--- config.mk ---
export PLATFORM = sky130hd
export DESIGN_NAME = vga_timing_rx
export DESIGN_NICKNAME = d
export VERILOG_FILES = /design/src/rtl/vga_timing_rx.sv
export SDC_FILE = /design/constraint.sdc
export NUM_CORES = 1
export LEC_CHECK = 0
export ABC_CLOCK_PERIOD_IN_PS = 5200
export BUFFER_PORTS_ARGS = -buffer_cell sky130_fd_sc_hd__buf_4
export CAP_MARGIN = 5
export CORE_MARGIN = 2
export CORE_UTILIZATION = 61
export DETAILED_ROUTE_END_ITERATION = 10
export PLACE_DENSITY = 0.76
export SLEW_MARGIN = 20
export SYNTH_ARGS = -nofsm -noshare
export SYNTH_HDL_FRONTEND = slang
export SYNTH_SLANG_ARGS = --single-unit
--- constraint.sdc ---
create_clock -name clk_pix -period 5.2 [get_ports clk_pix]
set_clock_uncertainty 0.15 [all_clocks]
set_input_delay 0.26 -clock clk_pix [delete_from_list [all_inputs] [get_ports clk_pix]]
set_output_delay 0.26 -clock clk_pix [all_outputs]
set_load 0.005 [all_outputs]
--- src/rtl/vga_timing_rx.sv ---
// vga_timing_rx
//   Recovers pixel coordinates from a DE/HSYNC/VSYNC video stream, measures
//   the stream's line and frame timing, and reports when that timing is stable.
//
// Ports
//   clk_pix    in   pixel clock (only clock)
//   rst_pix_n  in   asynchronous active-low reset
//   hsync      in   horizontal sync, low during sync
//   vsync      in   vertical sync, low during sync
//   de         in   data enable, high in the active area
//   de_o       out  de delayed two clocks, aligned with sx/sy
//   sx, sy     out  active-area column / row of the pixel flagged by de_o
//   h_total    out  clocks per line of the last accepted frame
//   h_active   out  de clocks per active line of the last accepted frame
//   v_total    out  lines per frame of the last accepted frame
//   v_active   out  active lines per frame of the last accepted frame
//   locked     out  timing stable
//   line       out  one-cycle strobe after each hsync falling edge
//   frame      out  one-cycle strobe after each vsync falling edge
//   mismatch   out  one-cycle strobe when a locked stream's timing changes
module vga_timing_rx #(
  parameter int CORDW = 11
) (
  input  logic             clk_pix,
  input  logic             rst_pix_n,
  input  logic             hsync,
  input  logic             vsync,
  input  logic             de,
  output logic             de_o,
  output logic [CORDW-1:0] sx,
  output logic [CORDW-1:0] sy,
  output logic [CORDW-1:0] h_total,
  output logic [CORDW-1:0] h_active,
  output logic [CORDW-1:0] v_total,
  output logic [CORDW-1:0] v_active,
  output logic             locked,
  output logic             line,
  output logic             frame,
  output logic             mismatch
);

  localparam logic [CORDW-1:0] MAX = '1;
  localparam logic [CORDW-1:0] ONE = CORDW'(1);

  typedef enum logic [1:0] {SEARCH, MEASURE, LOCKED} state_t;

  state_t state_q, state_d;

  logic hs_q, vs_q, de_q, hs_qq, vs_qq;
  logic line_edge, frame_edge, h_sat;

  logic [CORDW-1:0] h_cnt, de_cnt, v_cnt, v_act_cnt, h_tot_m, h_act_m;
  logic             have_htot, have_hact, incon;

  logic [CORDW-1:0] cand_ht, cand_ha, cand_vt, cand_va;
  logic             cand_valid, cand_ok;

  logic [CORDW-1:0] f_ht, f_ha, f_vt, f_va;
  logic             f_ok, line_has_de, line_bad, f_same_cand, f_same_out;
  logic             upd_out, mis_d, latch_cand, clr_cand;

  logic             pend_x, pend_y, first_px;

  function automatic logic [CORDW-1:0] sat_inc(input logic [CORDW-1:0] v, input logic en);
    return (en && (v != MAX)) ? v + ONE : v;
  endfunction

  // Sync registers reset to the idle (high) level so that releasing reset
  // never looks like a sync falling edge.
  always_ff @(posedge clk_pix or negedge rst_pix_n) begin
    if (!rst_pix_n) begin
      hs_q  <= 1'b1;
      vs_q  <= 1'b1;
      hs_qq <= 1'b1;
      vs_qq <= 1'b1;
      de_q  <= 1'b0;
    end else begin
      hs_q  <= hsync;
      vs_q  <= vsync;
      hs_qq <= hs_q;
      vs_qq <= vs_q;
      de_q  <= de;
    end
  end

  assign line_edge  = hs_qq & ~hs_q;
  assign frame_edge = vs_qq & ~vs_q;
  // A line edge in this cycle means hsync is alive even if h_cnt topped out.
  assign h_sat      = (h_cnt == MAX) & ~line_edge;

  // Frame summary including the line closing this cycle, so a coincident
  // line+frame edge counts that line into the frame being closed.
  assign line_has_de = (de_cnt != '0);
  assign line_bad    = line_edge &
                       ((have_htot & (h_cnt != h_tot_m)) |
                        (line_has_de & have_hact & (de_cnt != h_act_m)));
  assign f_ht = have_htot ? h_tot_m : (line_edge ? h_cnt : '0);
  assign f_ha = have_hact ? h_act_m : ((line_edge & line_has_de) ? de_cnt : '0);
  assign f_vt = sat_inc(v_cnt, line_edge);
  assign f_va = sat_inc(v_act_cnt, line_edge & line_has_de);
  assign f_ok = ~incon & ~line_bad;

  // Locking needs the previous candidate to have been consistent too, so two
  // back-to-back clean frames are always required.
  assign f_same_cand = cand_valid & cand_ok & f_ok &
                       (f_ht == cand_ht) & (f_ha == cand_ha) &
                       (f_vt == cand_vt) & (f_va == cand_va);
  assign f_same_out  = (f_ht == h_total) & (f_ha == h_active) &
                       (f_vt == v_total) & (f_va == v_active);

  always_ff @(posedge clk_pix or negedge rst_pix_n) begin
    if (!rst_pix_n) begin
      h_cnt  <= '0;
      de_cnt <= '0;
    end else if (line_edge) begin
      h_cnt  <= ONE;
      de_cnt <= de_q ? ONE : '0;
    end else begin
      h_cnt  <= sat_inc(h_cnt, 1'b1);
      de_cnt <= sat_inc(de_cnt, de_q);
    end
  end

  always_ff @(posedge clk_pix or negedge rst_pix_n) begin
    if (!rst_pix_n) begin
      v_cnt     <= '0;
      v_act_cnt <= '0;
      h_tot_m   <= '0;
      h_act_m   <= '0;
      have_htot <= 1'b0;
      have_hact <= 1'b0;
      incon     <= 1'b0;
    end else if (frame_edge) begin
      v_cnt     <= '0;
      v_act_cnt <= '0;
      h_tot_m   <= '0;
      h_act_m   <= '0;
      have_htot <= 1'b0;
      have_hact <= 1'b0;
      incon     <= 1'b0;
    end else if (line_edge) begin
      v_cnt     <= f_vt;
      v_act_cnt <= f_va;
      incon     <= incon | line_bad;
      if (!have_htot) begin
        h_tot_m   <= h_cnt;
        have_htot <= 1'b1;
      end
      if (line_has_de && !have_hact) begin
        h_act_m   <= de_cnt;
        have_hact <= 1'b1;
      end
    end
  end

  always_comb begin
    state_d    = state_q;
    upd_out    = 1'b0;
    mis_d      = 1'b0;
    latch_cand = 1'b0;
    clr_cand   = 1'b0;
    if (h_sat) begin
      state_d = SEARCH;
    end else if (frame_edge) begin
      case (state_q)
        SEARCH: begin
          state_d  = MEASURE;
          clr_cand = 1'b1;
        end
        MEASURE: begin
          latch_cand = 1'b1;
          if (f_same_cand) begin
            state_d = LOCKED;
            upd_out = 1'b1;
          end
        end
        LOCKED: begin
          latch_cand = 1'b1;
          if (!f_ok || !f_same_out) begin
            state_d = MEASURE;
            mis_d   = 1'b1;
          end
        end
        default: state_d = SEARCH;
      endcase
    end
  end

  always_ff @(posedge clk_pix or negedge rst_pix_n) begin
    if (!rst_pix_n) begin
      state_q    <= SEARCH;
      cand_ht    <= '0;
      cand_ha    <= '0;
      cand_vt    <= '0;
      cand_va    <= '0;
      cand_valid <= 1'b0;
      cand_ok    <= 1'b0;
    end else begin
      state_q <= state_d;
      if (clr_cand) begin
        cand_valid <= 1'b0;
        cand_ok    <= 1'b0;
      end else if (latch_cand) begin
        cand_ht    <= f_ht;
        cand_ha    <= f_ha;
        cand_vt    <= f_vt;
        cand_va    <= f_va;
        cand_valid <= 1'b1;
        cand_ok    <= f_ok;
      end
    end
  end

  always_ff @(posedge clk_pix or negedge rst_pix_n) begin
    if (!rst_pix_n) begin
      locked   <= 1'b0;
      line     <= 1'b0;
      frame    <= 1'b0;
      mismatch <= 1'b0;
      h_total  <= '0;
      h_active <= '0;
      v_total  <= '0;
      v_active <= '0;
    end else begin
      locked   <= (state_d == LOCKED);
      line     <= line_edge;
      frame    <= frame_edge;
      mismatch <= mis_d;
      if (upd_out) begin
        h_total  <= f_ht;
        h_active <= f_ha;
        v_total  <= f_vt;
        v_active <= f_va;
      end
    end
  end

  // pend_x/pend_y remember that the next de pixel starts a new line / the
  // first active line of a frame; both start set so the first pixel after
  // reset is (0,0).
  assign first_px = de_q & (pend_x | line_edge);

  always_ff @(posedge clk_pix or negedge rst_pix_n) begin
    if (!rst_pix_n) begin
      de_o   <= 1'b0;
      sx     <= '0;
      sy     <= '0;
      pend_x <= 1'b1;
      pend_y <= 1'b1;
    end else begin
      de_o <= de_q;
      if (de_q) begin
        sx     <= first_px ? '0 : sat_inc(sx, 1'b1);
        pend_x <= 1'b0;
      end else if (line_edge) begin
        pend_x <= 1'b1;
      end
      if (first_px) begin
        sy     <= (pend_y | frame_edge) ? '0 : sat_inc(sy, 1'b1);
        pend_y <= 1'b0;
      end else if (frame_edge) begin
        pend_y <= 1'b1;
      end
    end
  end

endmodule

# Word-level counts from Yosys, hierarchy flattened
# Cells that the tools add are included.
classes:
  n_addsub: 6
  mul: 0
  n_div: 0
  order_cmp: 0
  n_eq_ne: 21
  shifts: 0
  muxes: 58
  n_bitwise: 29
  reduce_logical: 25
op_table:
  columns: ["cell", "n"]
  rows:
  - ["11-bit 2-to-1 mux", 24]
  - ["11-bit equality test", 8]
  - ["11-bit by 1-bit adder with 11-bit output, second input constant", 6]
  - ["11-bit inequality test, second input constant", 6]
  - ["1-bit 2-to-1 mux", 29]
  - ["11-bit inequality test", 2]
  - ["1-bit AND", 19]
  - ["2-bit nonzero test", 9]
  - ["11-bit equality test, second input constant", 1]
  - ["11-bit nonzero test", 1]
  - ["2-bit AND reduction", 5]
  - ["2-bit 2-to-1 mux", 4]
  - ["1-bit NOT", 6]
  - ["2-bit one-hot mux with 3 select lines", 1]
  - ["2-bit equality test, second input constant", 2]
  - ["1-bit logical AND", 4]
  - ["1-bit OR", 4]
  - ["1-bit zero test", 3]
  - ["2-bit by 1-bit equality test with 1-bit output, second input constant", 1]
  - ["2-bit zero test", 1]
  - ["2-bit inequality test, second input constant", 1]
  - ["2-bit OR reduction", 1]
  - ["1-bit logical OR", 1]
totals:
  reg_bits: 195
  latch_bits: 0
  mem_bits_rw: 0
  rom_bits: 0
  inputBits: 5
  word_cells: 173
  memories: 0

# Longest topological paths before layout
depth:
  ltp_word: 17
  depth_mapped: 12

# Least setup slack after synthesis
# OpenSTA, ideal clock, no wires.
synth_path:
  path_kind: "register to register"
  from: "reg hs_qq"
  to: "reg h_active[10]"
  setup_time_ns: 0.128
  arrival_ns: 3.427
  required_time_ns: 4.922
  setup_slack_ns: 1.495
  path_stages_with_launch: 10
  cell_sequence: "dfstp_2 nor3b_1 a22o_1 xor2_1 a2111oi_0 o2111ai_1 or4_4 nor3_4 buf_6 mux2_1"
synth_via:
  elab_chain_cells: 13
synth_rtl:
  columns: ["element", "line_no", "text"]
  rows:
  - ["from (decl)", "49", "logic hs_q, vs_q, de_q, hs_qq, vs_qq;"]
  - ["from (signal assigned)", "80", "hs_qq <= hs_q;"]
  - ["1-bit AND *", "86", "assign line_edge = hs_qq & ~hs_q;"]
  - ["parallel branches: the longest is 12 deep, another holds 11-bit 2-to-1 mux", null, null]
  - ["to (signal assigned)", "231", "h_active <= f_ha;"]
  - ["to (decl)", "33", "output logic [CORDW-1:0] h_active,"]
# Every way passes the cells marked *.
# A chain may end at the register's enable or synchronous reset.

# Worst setup path after layout
layout_path:
  from: "reg hs_qq"
  to: "reg locked"
layout_via:
  elab_chain_cells: 15
layout_rtl:
  columns: ["element", "line_no", "text"]
  rows:
  - ["1-bit AND *", "86", null]
  - ["1-bit AND", "98, 100", null]
  - ["11-bit 2-to-1 mux (2 in a row)", "98", "assign f_ha = have_hact ? h_act_m : ((line_edge & line_has_de) ? de_cnt : '0);"]
  - ["11-bit equality test", "108", "assign f_same_out = (f_ht == h_total) & (f_ha == h_active) &"]
  - ["1-bit AND (2 in a row)", "108", null]
  - ["1-bit AND", "109", "(f_vt == v_total) & (f_va == v_active);"]
  - ["1-bit zero test", "179", "if (!f_ok || !f_same_out) begin"]
  - ["1-bit logical OR", "179", null]
  - ["2-bit 2-to-1 mux", "179", null]
  - ["2-bit one-hot mux with 3 select lines", "165", "case (state_q)"]
  - ["2-bit 2-to-1 mux", "164", "end else if (frame_edge) begin"]
  - ["2-bit 2-to-1 mux *", "162", "if (h_sat) begin"]
  - ["via state_d[0]", "47", "state_t state_q, state_d;"]
  - ["2-bit equality test *", "225", "locked <= (state_d == LOCKED);"]
  - ["to (signal assigned)", "225", null]
  - ["to (decl)", "36", "output logic locked,"]
# Mark *: on every way through the listed nets, which the timed path passes. The rest lies on a longest branch.

==> results.cfg <==
[yosys]
post_synth_main_area_contributors = dfrtp_1 44%, xnor2_1 6.7%, nand2_1 4.8%
syn_area_per_cell_sq_um = 9.43
count_of_flip_flops_with_a_built_in_enable_after_synthesis = 0
synth_cell_types = 72
post_synth_instance_area_sq_um = 10600
yosysSeqAreaShare = 0.459
yosys.area_share.adder = 0.0129
simple_gate_share_of_the_synthesized_area = 0.206
dominantRegCellSynth = dfrtp_1
synth_largest_type_area_fraction = 0.444
synthMuxAreaShare = 0.0481
synth_cells = 1129
synth_top_cell_by_area = dfrtp_1
post_synth_xor_area_fraction = 0.116
seq_cells_post_synth = 195
synth-compound-area-share = 0.115
main_combinational_cell_family_by_area_after_synthesis = simple AND/OR/NAND/NOR gates
async_reset_ff_frac = 1.00
synth-warning-count = 0
synth_nets = 1145

[detailed_routing]
drc = 0
drt_first_iter_violations = 816
metal2_wl_microns = 13400
top_signal_layer_used = met4
via_count = 8675
viasPerCell = 6.14
drtPass1Iterations = 5
detail_route.wirelength.met1_microns = 12200
post_drt_wl_per_cell_microns = 20.2
wirelength_microns = 28600
route.met3.wl_microns = 1840
drt.antenna.violating_nets = 0

[worst_setup_path]
worstSetupPathType = register to register
ff_to_ff_end = locked$_DFF_PN0_
cp-start-kind = register
r2r-start = hs_qq$_DFF_PN1_
crit_family = simple AND/OR/NAND/NOR gates
arrival_ns = 4.55
timing.critical_path.required_ns = 5.38
crit_path_end_kind = register
crit_chain = nand2b_1 -> inv_1 -> buf_4 -> nand2_1 -> a2111o_1 -> nor4_1 -> nand3_1 -> nor4_1 -> o221ai_1 -> nor3_1
crit_path_max_incr_delay_ns = 0.67
critical_path_depth = 10
reg2regPathDepth = 10
cp_slowest_cell = dfstp_2
worstPathBufferInverterCount = 2
critical-path-top-cell-by-count = nor4_1
rrSetupSlack_ns = 0.83
critical_path_peak_fanout = 31

[global_routing]
grt.overflow.total = 0
grt_first_pass_wirelength_microns = 45500
global_route.usage.total = 0.323
first_global_vias = 8253
grt_start_max_net_pins = 106
grt_antenna_before_repair = 0

[cts]
clk_transition_reported_paths_ns = 0.07
tritoncts_clock_tree = done
buffer_depth_of_the_longest_clock_path = 2
post_cts_buffers = 0
ctsRootBufferMaster = clkbuf_16
number_of_buffers_added_by_the_clock_tree_synthesis_step = 17
postCtsResizedCells = 0
insertion_delay_ns = 0.44
clkSinkCount = 195
cts.htree.levels = 4

[cells_and_area]
nFillCells = 1377
flow.area_growth_from_synthesis_pct = 12.8
most_common_cell_after_layout_fill_and_taps_aside = dfrtp_1
nets = 1191
diode_count = 0
commonest_cells_after_routing_fill_and_taps_aside = 189 x dfrtp_1, 137 x nand2_1, 113 x nor2_1, 88 x buf_4, 81 x xnor2_1
drive_gt1_frac = 0.125

[power]
pwr-share-clk = 0.358
maximum_vdd_ir_drop_mv = 0.242
power.share.sequential = 0.459
power.combinational.fraction = 0.184
power_report.internal_total_mw = 2.70
power.leakage_nw = 5.37
power.share.switching = 0.310
p_switching_mw = 1.21
ratio_of_total_power_to_cell_area_nw_per_um2 = 326

[placement]
numPortBuffers = 75
post-dp-hpwl_microns = 20300
gpl.final_weighted_congestion = 1.00

[floorplanning]
floorplan.die.height_microns = 136
initial_utilization = 0.620
die_area_sq_um = 18500
floorplan.rows = 48
die_width_microns = 136
core_area_sq_um = 17200
io-pin-count = 76

[sta]
slew_headroom = 0.330
total_negative_slack_for_setup_checks_ns = 0
drv_slew = 0
max_freq_ghz = 0.229
finalHoldWorstSlack_ns = 0.243
unrepaired_setup_endpoints_after_global_routing = false
final_hold_violation_count = 0
layout_worst_path_cycle_share = 0.840
final_period_minus_worst_setup_slack_ns = 4.37
count_of_final_setup_violators = 0
tightestPinTransition_ns = 0.979

[outcome]
outcome = finished clean

[worst_hold_path]
hold_path.class = register to register
worst_hold_path.endpoint = vs_qq$_DFF_PN1_
whs_path_depth = 0
hold_path_startpoint = vs_q$_DFF_PN1_

[run]
cap_violations = 0
-- logic make-up after synthesis --
| logic type | after synthesis |
|---|---|
| simple gates | 442 |
| flops | 195 |
| compound gates | 186 |
| xor+xnor | 135 |
| buf+inv | 111 |
| mux | 49 |
| fa+ha+maj | 11 |
-- through the flow --
| stage | area [sq um] | worst slack (ns) | utilization | std cells | power, mW |
|---|---|---|---|---|---|
| floorplan | 10600 | 1.50 | - | 1129 | 2.27 |
| global placement | 11400 | 1.02 | 0.661 | 1377 | 2.49 |
| detailed placement | 11400 | 0.883 | 0.661 | 1377 | 2.52 |
| CTS | 12000 | 0.873 | 0.699 | 1413 | 3.92 |
| global route | 12000 | 0.631 | 0.699 | 1413 | 4.07 |
| finish | 12000 | 0.830 | 0.699 | 1413 | 3.91 |
-- routing by layer --
layer / up-vias / track usage
li1: 4032 / -
met1: 4241 / 0.441
met2: 337 / 0.506
met3: 65 / 0.0563
met4: 0 / 0.147
met5: - / 0
-- Yosys cell counts, types with 4 or more instances --
cell type  instances
nand3b_1           4
xnor2_1           81
dfstp_2            6
xor2_1            50
mux2i_1           32
a22o_1            10
mux2_1            12
o2111ai_1          9
clkbuf_1          54
nand2_1          137
mux2_2             5
nor2_1           114
and4_1             7
dfrtp_1          189
nand4bb_1          4
or3_1              6
or4_1              4
nand2b_1          10
nand3_1           42
nor4_1            16
buf_2              7
nand4_1           26
a31oi_1           12
or2_2              5
o21ai_0           46
nor2b_1            8
nor4b_1            4
a211oi_1           6
and3_1            18
inv_1             44
a21oi_1           45
o211ai_1           7
nor3_1            14
a2111oi_0          7
ha_1              11
a22oi_1           13
o21a_1             4
nor3b_1            4
and2_1             6
-- cell type report --
class / count / area, sq um / share of cell area
timing repair buffer: 94 / 734 / 0.0611
multi-input combinational: 823 / 5320 / 0.443
sequential: 195 / 4890 / 0.407
clock buffer: 17 / 425 / 0.0354
inverter: 44 / 165 / 0.0137
tap: 225 / 282 / 0.0234
clock inverter: 15 / 194 / 0.0161
-- worst max-delay path by stage --
stage | endpoint | start | slack, ns
2_1_floorplan | h_active[10]$_DFFE_PN0P_ | hs_qq$_DFF_PN1_ | 1.50
3_3_place_gp | locked$_DFF_PN0_ | hs_qq$_DFF_PN1_ | 1.02
3_5_place_dp | locked$_DFF_PN0_ | hs_qq$_DFF_PN1_ | 0.88
4_1_cts | locked$_DFF_PN0_ | hs_qq$_DFF_PN1_ | 0.87
5_1_grt | locked$_DFF_PN0_ | hs_qq$_DFF_PN1_ | 0.63
6_report | locked$_DFF_PN0_ | hs_qq$_DFF_PN1_ | 0.83
-- power groups by stage --
| stage | sequential (mW) | clock (mW) | combinational [mW] |
|---|---|---|---|
| global route | 1.81 | 1.47 | 0.794 |
| CTS | 1.79 | 1.42 | 0.713 |
| floorplan | 1.74 | 0 | 0.533 |
| detailed placement | 1.81 | 0 | 0.703 |
| finish | 1.79 | 1.40 | 0.718 |
| global placement | 1.81 | 0 | 0.683 |
-- timing repair --
item	in CTS	in global routing
hold buffers	4	0
endpoints found under the hold margin	100	0
setup endpoints to repair	0	0
Note: power is estimated with default switching activity, not from simulation.
